$ cat config.mk
export PLATFORM = sky130hd
export DESIGN_NAME = ex_muldiv_unit
export DESIGN_NICKNAME = d
export VERILOG_FILES = /design/src/rtl/ex_muldiv_unit.sv
export SDC_FILE = /design/constraint.sdc
export NUM_CORES = 1
export LEC_CHECK = 0
export CAP_MARGIN = 20
export CORE_MARGIN = 2
export CORE_UTILIZATION = 59
export CTS_CLUSTER_DIAMETER = 60
export DETAILED_ROUTE_END_ITERATION = 16
export HOLD_SLACK_MARGIN = 0.06
export PLACE_DENSITY = 0.82
export SLEW_MARGIN = 20
export SYNTH_ARGS = -nofsm -noshare
export SYNTH_HDL_FRONTEND = slang
export SYNTH_SLANG_ARGS = --single-unit
$ cat constraint.sdc
create_clock -name clk_i -period 4.9 [get_ports clk_i]
set_clock_uncertainty 0.2 [all_clocks]
set_input_delay 0.735 -clock clk_i [delete_from_list [all_inputs] [get_ports clk_i]]
set_output_delay 0.735 -clock clk_i [all_outputs]
set_load 0.03 [all_outputs]
$ cat src/rtl/ex_muldiv_unit.sv
// ex_muldiv_unit: iterative signed/unsigned multiply-divide with fixed WIDTH+3 cycle latency and pipeline stall
module ex_muldiv_unit #(
  parameter int WIDTH = 32,
  parameter int RD_W  = 5
) (
  input  logic             clk_i,
  input  logic             rst_i,
  input  logic             start_i,
  input  logic [1:0]       op_i,
  input  logic [WIDTH-1:0] data1_i,
  input  logic [WIDTH-1:0] data2_i,
  input  logic [RD_W-1:0]  rd_i,
  input  logic             flush_i,
  output logic             stall_o,
  output logic             done_o,
  output logic [WIDTH-1:0] lo_o,
  output logic [WIDTH-1:0] hi_o,
  output logic [RD_W-1:0]  rd_o,
  output logic             div0_o
);
  localparam int CW = $clog2(WIDTH);
  typedef enum logic [1:0] {IDLE, RUN, FIX, DONE} state_t;
  state_t r_state, w_state_n;
  logic [CW-1:0] r_cnt;
  logic [2*WIDTH-1:0] r_acc, w_mstep, w_dstep, w_prod;
  logic [WIDTH-1:0] r_b, r_d1, r_lo, r_hi, w_a_mag, w_b_mag, w_rsub, w_q, w_r, w_fix_lo, w_fix_hi;
  logic [WIDTH:0] w_madd, w_rsh;
  logic [RD_W-1:0] r_rd_c, r_rd;
  logic r_div, r_neg_q, r_neg_r, r_div0;
  logic w_accept, w_a_neg, w_b_neg, w_ge, w_div0;
  assign w_accept = (r_state == IDLE) & start_i & ~flush_i;
  assign w_a_neg  = ~op_i[0] & data1_i[WIDTH-1];
  assign w_b_neg  = ~op_i[0] & data2_i[WIDTH-1];
  assign w_a_mag  = w_a_neg ? -data1_i : data1_i;
  assign w_b_mag  = w_b_neg ? -data2_i : data2_i;
  // Multiply: low half starts as the multiplier and is shifted out while the product fills in from the top
  assign w_madd   = {1'b0, r_acc[2*WIDTH-1:WIDTH]} + (r_acc[0] ? {1'b0, r_b} : '0);
  assign w_mstep  = {w_madd, r_acc[WIDTH-1:1]};
  // Divide: upper half is the partial remainder, lower half shifts dividend out and quotient in
  assign w_rsh    = {r_acc[2*WIDTH-1:WIDTH], r_acc[WIDTH-1]};
  assign w_ge     = w_rsh >= {1'b0, r_b};
  assign w_rsub   = w_rsh[WIDTH-1:0] - r_b;
  assign w_dstep  = {w_ge ? w_rsub : w_rsh[WIDTH-1:0], r_acc[WIDTH-2:0], w_ge};
  assign w_prod   = r_neg_q ? -r_acc : r_acc;
  assign w_q      = r_neg_q ? -r_acc[WIDTH-1:0] : r_acc[WIDTH-1:0];
  assign w_r      = r_neg_r ? -r_acc[2*WIDTH-1:WIDTH] : r_acc[2*WIDTH-1:WIDTH];
  assign w_div0   = r_div & ~|r_b;
  assign w_fix_lo = w_div0 ? '1 : r_div ? w_q : w_prod[WIDTH-1:0];
  assign w_fix_hi = w_div0 ? r_d1 : r_div ? w_r : w_prod[2*WIDTH-1:WIDTH];
  always_comb begin
    w_state_n = r_state;
    unique case (r_state)
      IDLE: w_state_n = w_accept ? RUN : IDLE;
      RUN:  w_state_n = flush_i ? IDLE : (r_cnt == CW'(WIDTH-1)) ? FIX : RUN;
      FIX:  w_state_n = flush_i ? IDLE : DONE;
      DONE: w_state_n = IDLE;
    endcase
  end
  always_ff @(posedge clk_i) begin
    if (rst_i) begin
      r_state <= IDLE;
      r_cnt   <= '0;
      r_lo    <= '0;
      r_hi    <= '0;
      r_rd    <= '0;
      r_div0  <= 1'b0;
    end else begin
      r_state <= w_state_n;
      if (w_accept) begin
        r_acc   <= {{WIDTH{1'b0}}, w_a_mag};
        r_b     <= w_b_mag;
        r_d1    <= data1_i;
        r_rd_c  <= rd_i;
        r_div   <= op_i[1];
        r_neg_q <= w_a_neg ^ w_b_neg;
        r_neg_r <= w_a_neg;
        r_cnt   <= '0;
      end
      if (r_state == RUN) begin
        r_acc <= r_div ? w_dstep : w_mstep;
        r_cnt <= r_cnt + 1'b1;
      end
      if (r_state == FIX && !flush_i) begin
        r_lo   <= w_fix_lo;
        r_hi   <= w_fix_hi;
        r_rd   <= r_rd_c;
        r_div0 <= w_div0;
      end
    end
  end
  assign stall_o = w_accept | (r_state == RUN) | (r_state == FIX);
  assign done_o  = r_state == DONE;
  assign lo_o    = r_lo;
  assign hi_o    = r_hi;
  assign rd_o    = r_rd;
  assign div0_o  = r_div0;
endmodule

# Yosys cells after proc, flatten, opt, wreduce, memory -nomap -nowiden
# Cells that the tools add are included.
# totals
out_inout_bits,72
reg_bits,213
wordCells,66
# op_classes
bitwise,11
n_eq_ne,4
addsub,8
order_cmp,1
n_reduce_logical,8
n_mux,21
# op_table
operator,n
two-way mux 32 bit,10
two-way mux 64 bit,4
negation 32 bit,4
negation 64 bit,1
adder 32 x 32 -> 33 bit,1
greater-or-equal comparator 33 x 32 -> 1 bit,1
OR reduction 32 bit,1
subtractor 32 bit,1
two-way mux 5 bit,2
case mux 2 bit (4 select lines),1
two-way mux 2 bit,3
adder 5 x 1 -> 5 bit (second input constant),1
bitwise AND 1 bit,5
equality test 5 bit (second input constant),1
equality test 2 bit (second input constant),2
AND reduction 2 bit,2
NOT 1 bit,3
equality test 2 x 1 -> 1 bit (second input constant),1
zero test 1 bit,2
zero test 2 bit,1
OR 1 bit,2
nonzero test 2 bit,1
logical AND 1 bit,1
two-way mux 1 bit,1
XOR 1 bit,1

# Longest topological paths before layout
# logic_depth
word_depth,5
ltp_mapped,14
ltp_nobuf,12

# Least setup slack after synthesis
# No wires, ideal clock.
# synth_timing
path_type,input to register
from,input port rst_i
to,"register r_acc[0], enable pin"
n_path_buf,2
arrival_ns,3.835
setup_ns,0.487
cell_stages,3
required_time_ns,4.213
path_slack_ns,0.378
cell_sequence,clkbuf_1 clkbuf_1 nor2_1
# synth_via
elab_chain_cells,2
# synth_lines
item,line_no,text
start: declaration,7,"input logic rst_i,"
NOT 1 bit (no line),n/a,
AND reduction 2 bit (no line),n/a,
end signal: assignment,70,"r_acc <= {{WIDTH{1'b0}}, w_a_mag};"
end signal: assignment,80,r_acc <= r_div ? w_dstep : w_mstep;
end: declaration,25,"logic [2*WIDTH-1:0] r_acc, w_mstep, w_dstep, w_prod;"
# No other way between the ends.
# A chain may end at the register's enable or synchronous reset.

# Final worst setup path
# layout_timing
from,register r_b[0]
to,"register r_acc[63], data pin"
# layout_via
elab_chain_cells,4
elab_cells_between_ends,7
# layout_lines
item,line_no,text
start: declaration,26,"logic [WIDTH-1:0] r_b, r_d1, r_lo, r_hi, w_a_mag, w_b_mag, w_rsub, w_q, w_r, w_fix_lo, w_fix_hi;"
start signal: assignment,71,r_b <= w_b_mag;
"two-way mux 32 bit, or another cell as far along",37,"assign w_madd = {1'b0, r_acc[2*WIDTH-1:WIDTH]} + (r_acc[0] ? {1'b0, r_b} : '0);"
adder 32 x 32 -> 33 bit / two-way mux 32 bit (equally long branches),"37, 43",
two-way mux 64 bit *,80,
two-way mux 64 bit *,79,if (r_state == RUN) begin
# Every way passes the cells marked *; elsewhere a longest branch is shown, timed or not.

==> flow_summary.ini <==
[sta]
rsz0062_at_grt = false
drv_slew = 0
finalSetupViolCount = 0
setup_tns_ps = 0
fin_crit_ps = 4190
worst_slew_pin_slew_ps = 1010
fin_crit_sh_pct = 85.5
hold_violations = 0
slew_headroom_pct = 32.7
clock.fmax_ghz = 0.239

[synthesis]
syn_nets = 1910
ys_seq_elements = 213
synth.avg_cell_area_um2 = 8.55
synth_top_area_share_pct = 27.1
synth_edf_count = 136
synth_cell_types = 73
netlist_area_um2 = 15100
synth_area_leaders = edfxtp_1 (27%), dfxtp_1 (10%), xnor2_1 (5.9%), ha_1 (5.8%), a21oi_1 (5.7%)
yosysSeqAreaShare_pct = 37.3
synthArstFlopShare_pct = 0
syn_inst = 1763
synth_top_area_cell = edfxtp_1
synth_ff_type = edfxtp_1
yosysWarnings = 0

[pwr]
power.density_nw_per_um2 = 265
ir_drop_mv = 0.269
p_total_mw = 4.67
leakagePower_nw = 6.52

[layout]
final_common_cell = nor2_1
layout.nets = 2015
syn2layout_area_growth_pct = 17.2
diodes = 0
drive_gt1_share_pct = 5.03
final_cell_mix = nor2_1 (186), a21oi_1 (173), nand2_1 (151), clkdlybuf4s50_1 (145), edfxtp_1 (136)

[setup_path]
required_ps = 4940
worstSetupEndpointType = register
worstPathCellList = and2_1 -> ha_1 -> fa_1 -> a21o_1 -> a221oi_1 -> o41ai_1 -> nor4bb_1 -> a211oi_1 -> a221o_1 -> a2111oi_0 -> nor4_1
critPathKind = reg -> reg
crit_arrival_ps = 4230
critPathLaunchType = register
cpPeakStageDelay_ps = 660
worst-path-max-fanout = 3
critPathSlowestCell = a221oi_1

[place]
io_buffers = 146
gp_congestion = 1.02
hpwl_mm = 35.6

[floorplan]
die_area_um2 = 26800
die_h_um = 164
die_w_um = 164
num_io_pins = 147
rows = 58
core_um2 = 25100
initial_core_util_pct = 60.0

[clocking]
ctsRootBufferMaster = clkbuf_16
cts_num_sinks = 213
cts_setup_buffers = 0
clk_pin_slew_ps = 60
cts_tree = built
postCtsResizedCells = 0
cts_max_level = 1
clockBufferDepth = 3
cts_buffers = 25
hold_buffers = 0
clock_latency_ps = 530

[grt]
grt_pass1_wl_mm = 74.6
track_usage_pct = 35.6
grt_overflow = 0
antenna_found_initial = 0
grt_max_degree = 73
grt_pass1_vias = 13500

[detailed_routing]
ant_nets = 0
dr.pass1.iters = 6
wire_per_inst_um = 21.8
via_count = 14500
via_per_inst = 6.53
routed_wl_mm = 48.4
drt_iter0_drc = 1756
drc = 0

[worst_hold_path]
worstHoldPathType = reg -> reg

[flow_run]
cap_violations = 0

[status]
status = finished clean
==> Yosys cell counts, types with 11 or more instances <==
library cell	n
nand4_1	12
nor2_1	188
nor2b_1	21
o22ai_1	35
nor4_1	31
nand2b_1	19
edfxtp_1	136
a21o_1	16
o211ai_1	14
nand2_1	151
a211oi_1	26
nor3_1	40
a21oi_1	173
nand3_1	32
xor2_1	70
o21ai_0	105
or4_1	15
inv_1	70
a31oi_1	38
and2_1	11
xnor2_1	101
or3_1	17
mux2i_1	31
clkbuf_1	82
o31ai_1	28
o21bai_1	14
ha_1	70
dfxtp_1	77
==> per-layer routing <==
metal	global-route usage, %	up-vias	part of all wire, %
met4	11.5	0	3.5
met1	52.2	6799	42
met5	0	-	0
met2	54.0	861	43
li1	-	6685	-
met3	5.53	121	11
==> sequential cells by signal, indices dropped and copies added, names as in the netlist <==
register  count
rd_o          5
div0_o        1
r_cnt         5
r_rd_c        5
lo_o         32
r_div         1
r_state       2
r_d1         32
r_acc        64
r_neg_q       1
r_neg_r       1
r_b          32
hi_o         32
==> where the power goes <==
part	internal [mW]	switching, mW	total [mW]
Sequential	1.98	0.0682	2.04
Clock	1.09	0.756	1.84
Combinational	0.323	0.464	0.787
Total	3.39	1.29	4.67
==> cell families (layout without fill, tap and decap cells) <==
group	count (synthesis)	after routing	synth area share, %
xor+xnor	171	171	9.94
compound gates	535	535	22.2
fa+ha+maj	72	72	6.08
simple gates	572	572	18.0
buf+inv	168	292	4.31
mux	32	32	2.13
flops	213	213	37.3
==> area by class of cell <==
class / instances / area, um2
clock inverters: 7 / 45.0
repair buffers: 175 / 1690
flip-flops and latches: 213 / 5630
inverters: 71 / 267
well taps: 330 / 413
multi-input cells: 1382 / 8850
fillers: 1974 / 7450
clock buffers: 39 / 772
==> worst paths after layout <==
path / start / to / slack, ps / cells past startpoint
max reg2reg: r_b[0] / r_acc[63] / 710 / 11
max: r_b[0] / r_acc[63] / 710 / 11
min reg2reg: rd_o[1] / rd_o[1] / 260 / 2
min: rd_o[1] / rd_o[1] / 260 / 2
==> worst max-delay path, delay by kind of cell (launching register included) <==
kind | cells | cell delay, ps
and+or+nand+nor | 3 | 580
AOI/OAI and AO/OA | 6 | 2010
DFF | 1 | 470
adders and majority gates | 2 | 640
==> per-stage QoR <==
stage	hold slack, ps	std cells	instance area, um2	util, %	worst slack, ps
after floorplan	228	1763	15100	-	378
final	259	2217	17700	70.3	711
after global placement	243	2171	16800	67.1	473
after global routing	277	2217	17700	70.3	448
after detailed placement	247	2171	16800	67.1	333
after CTS	260	2217	17700	70.3	774
Power figures use the tool's default switching activity.
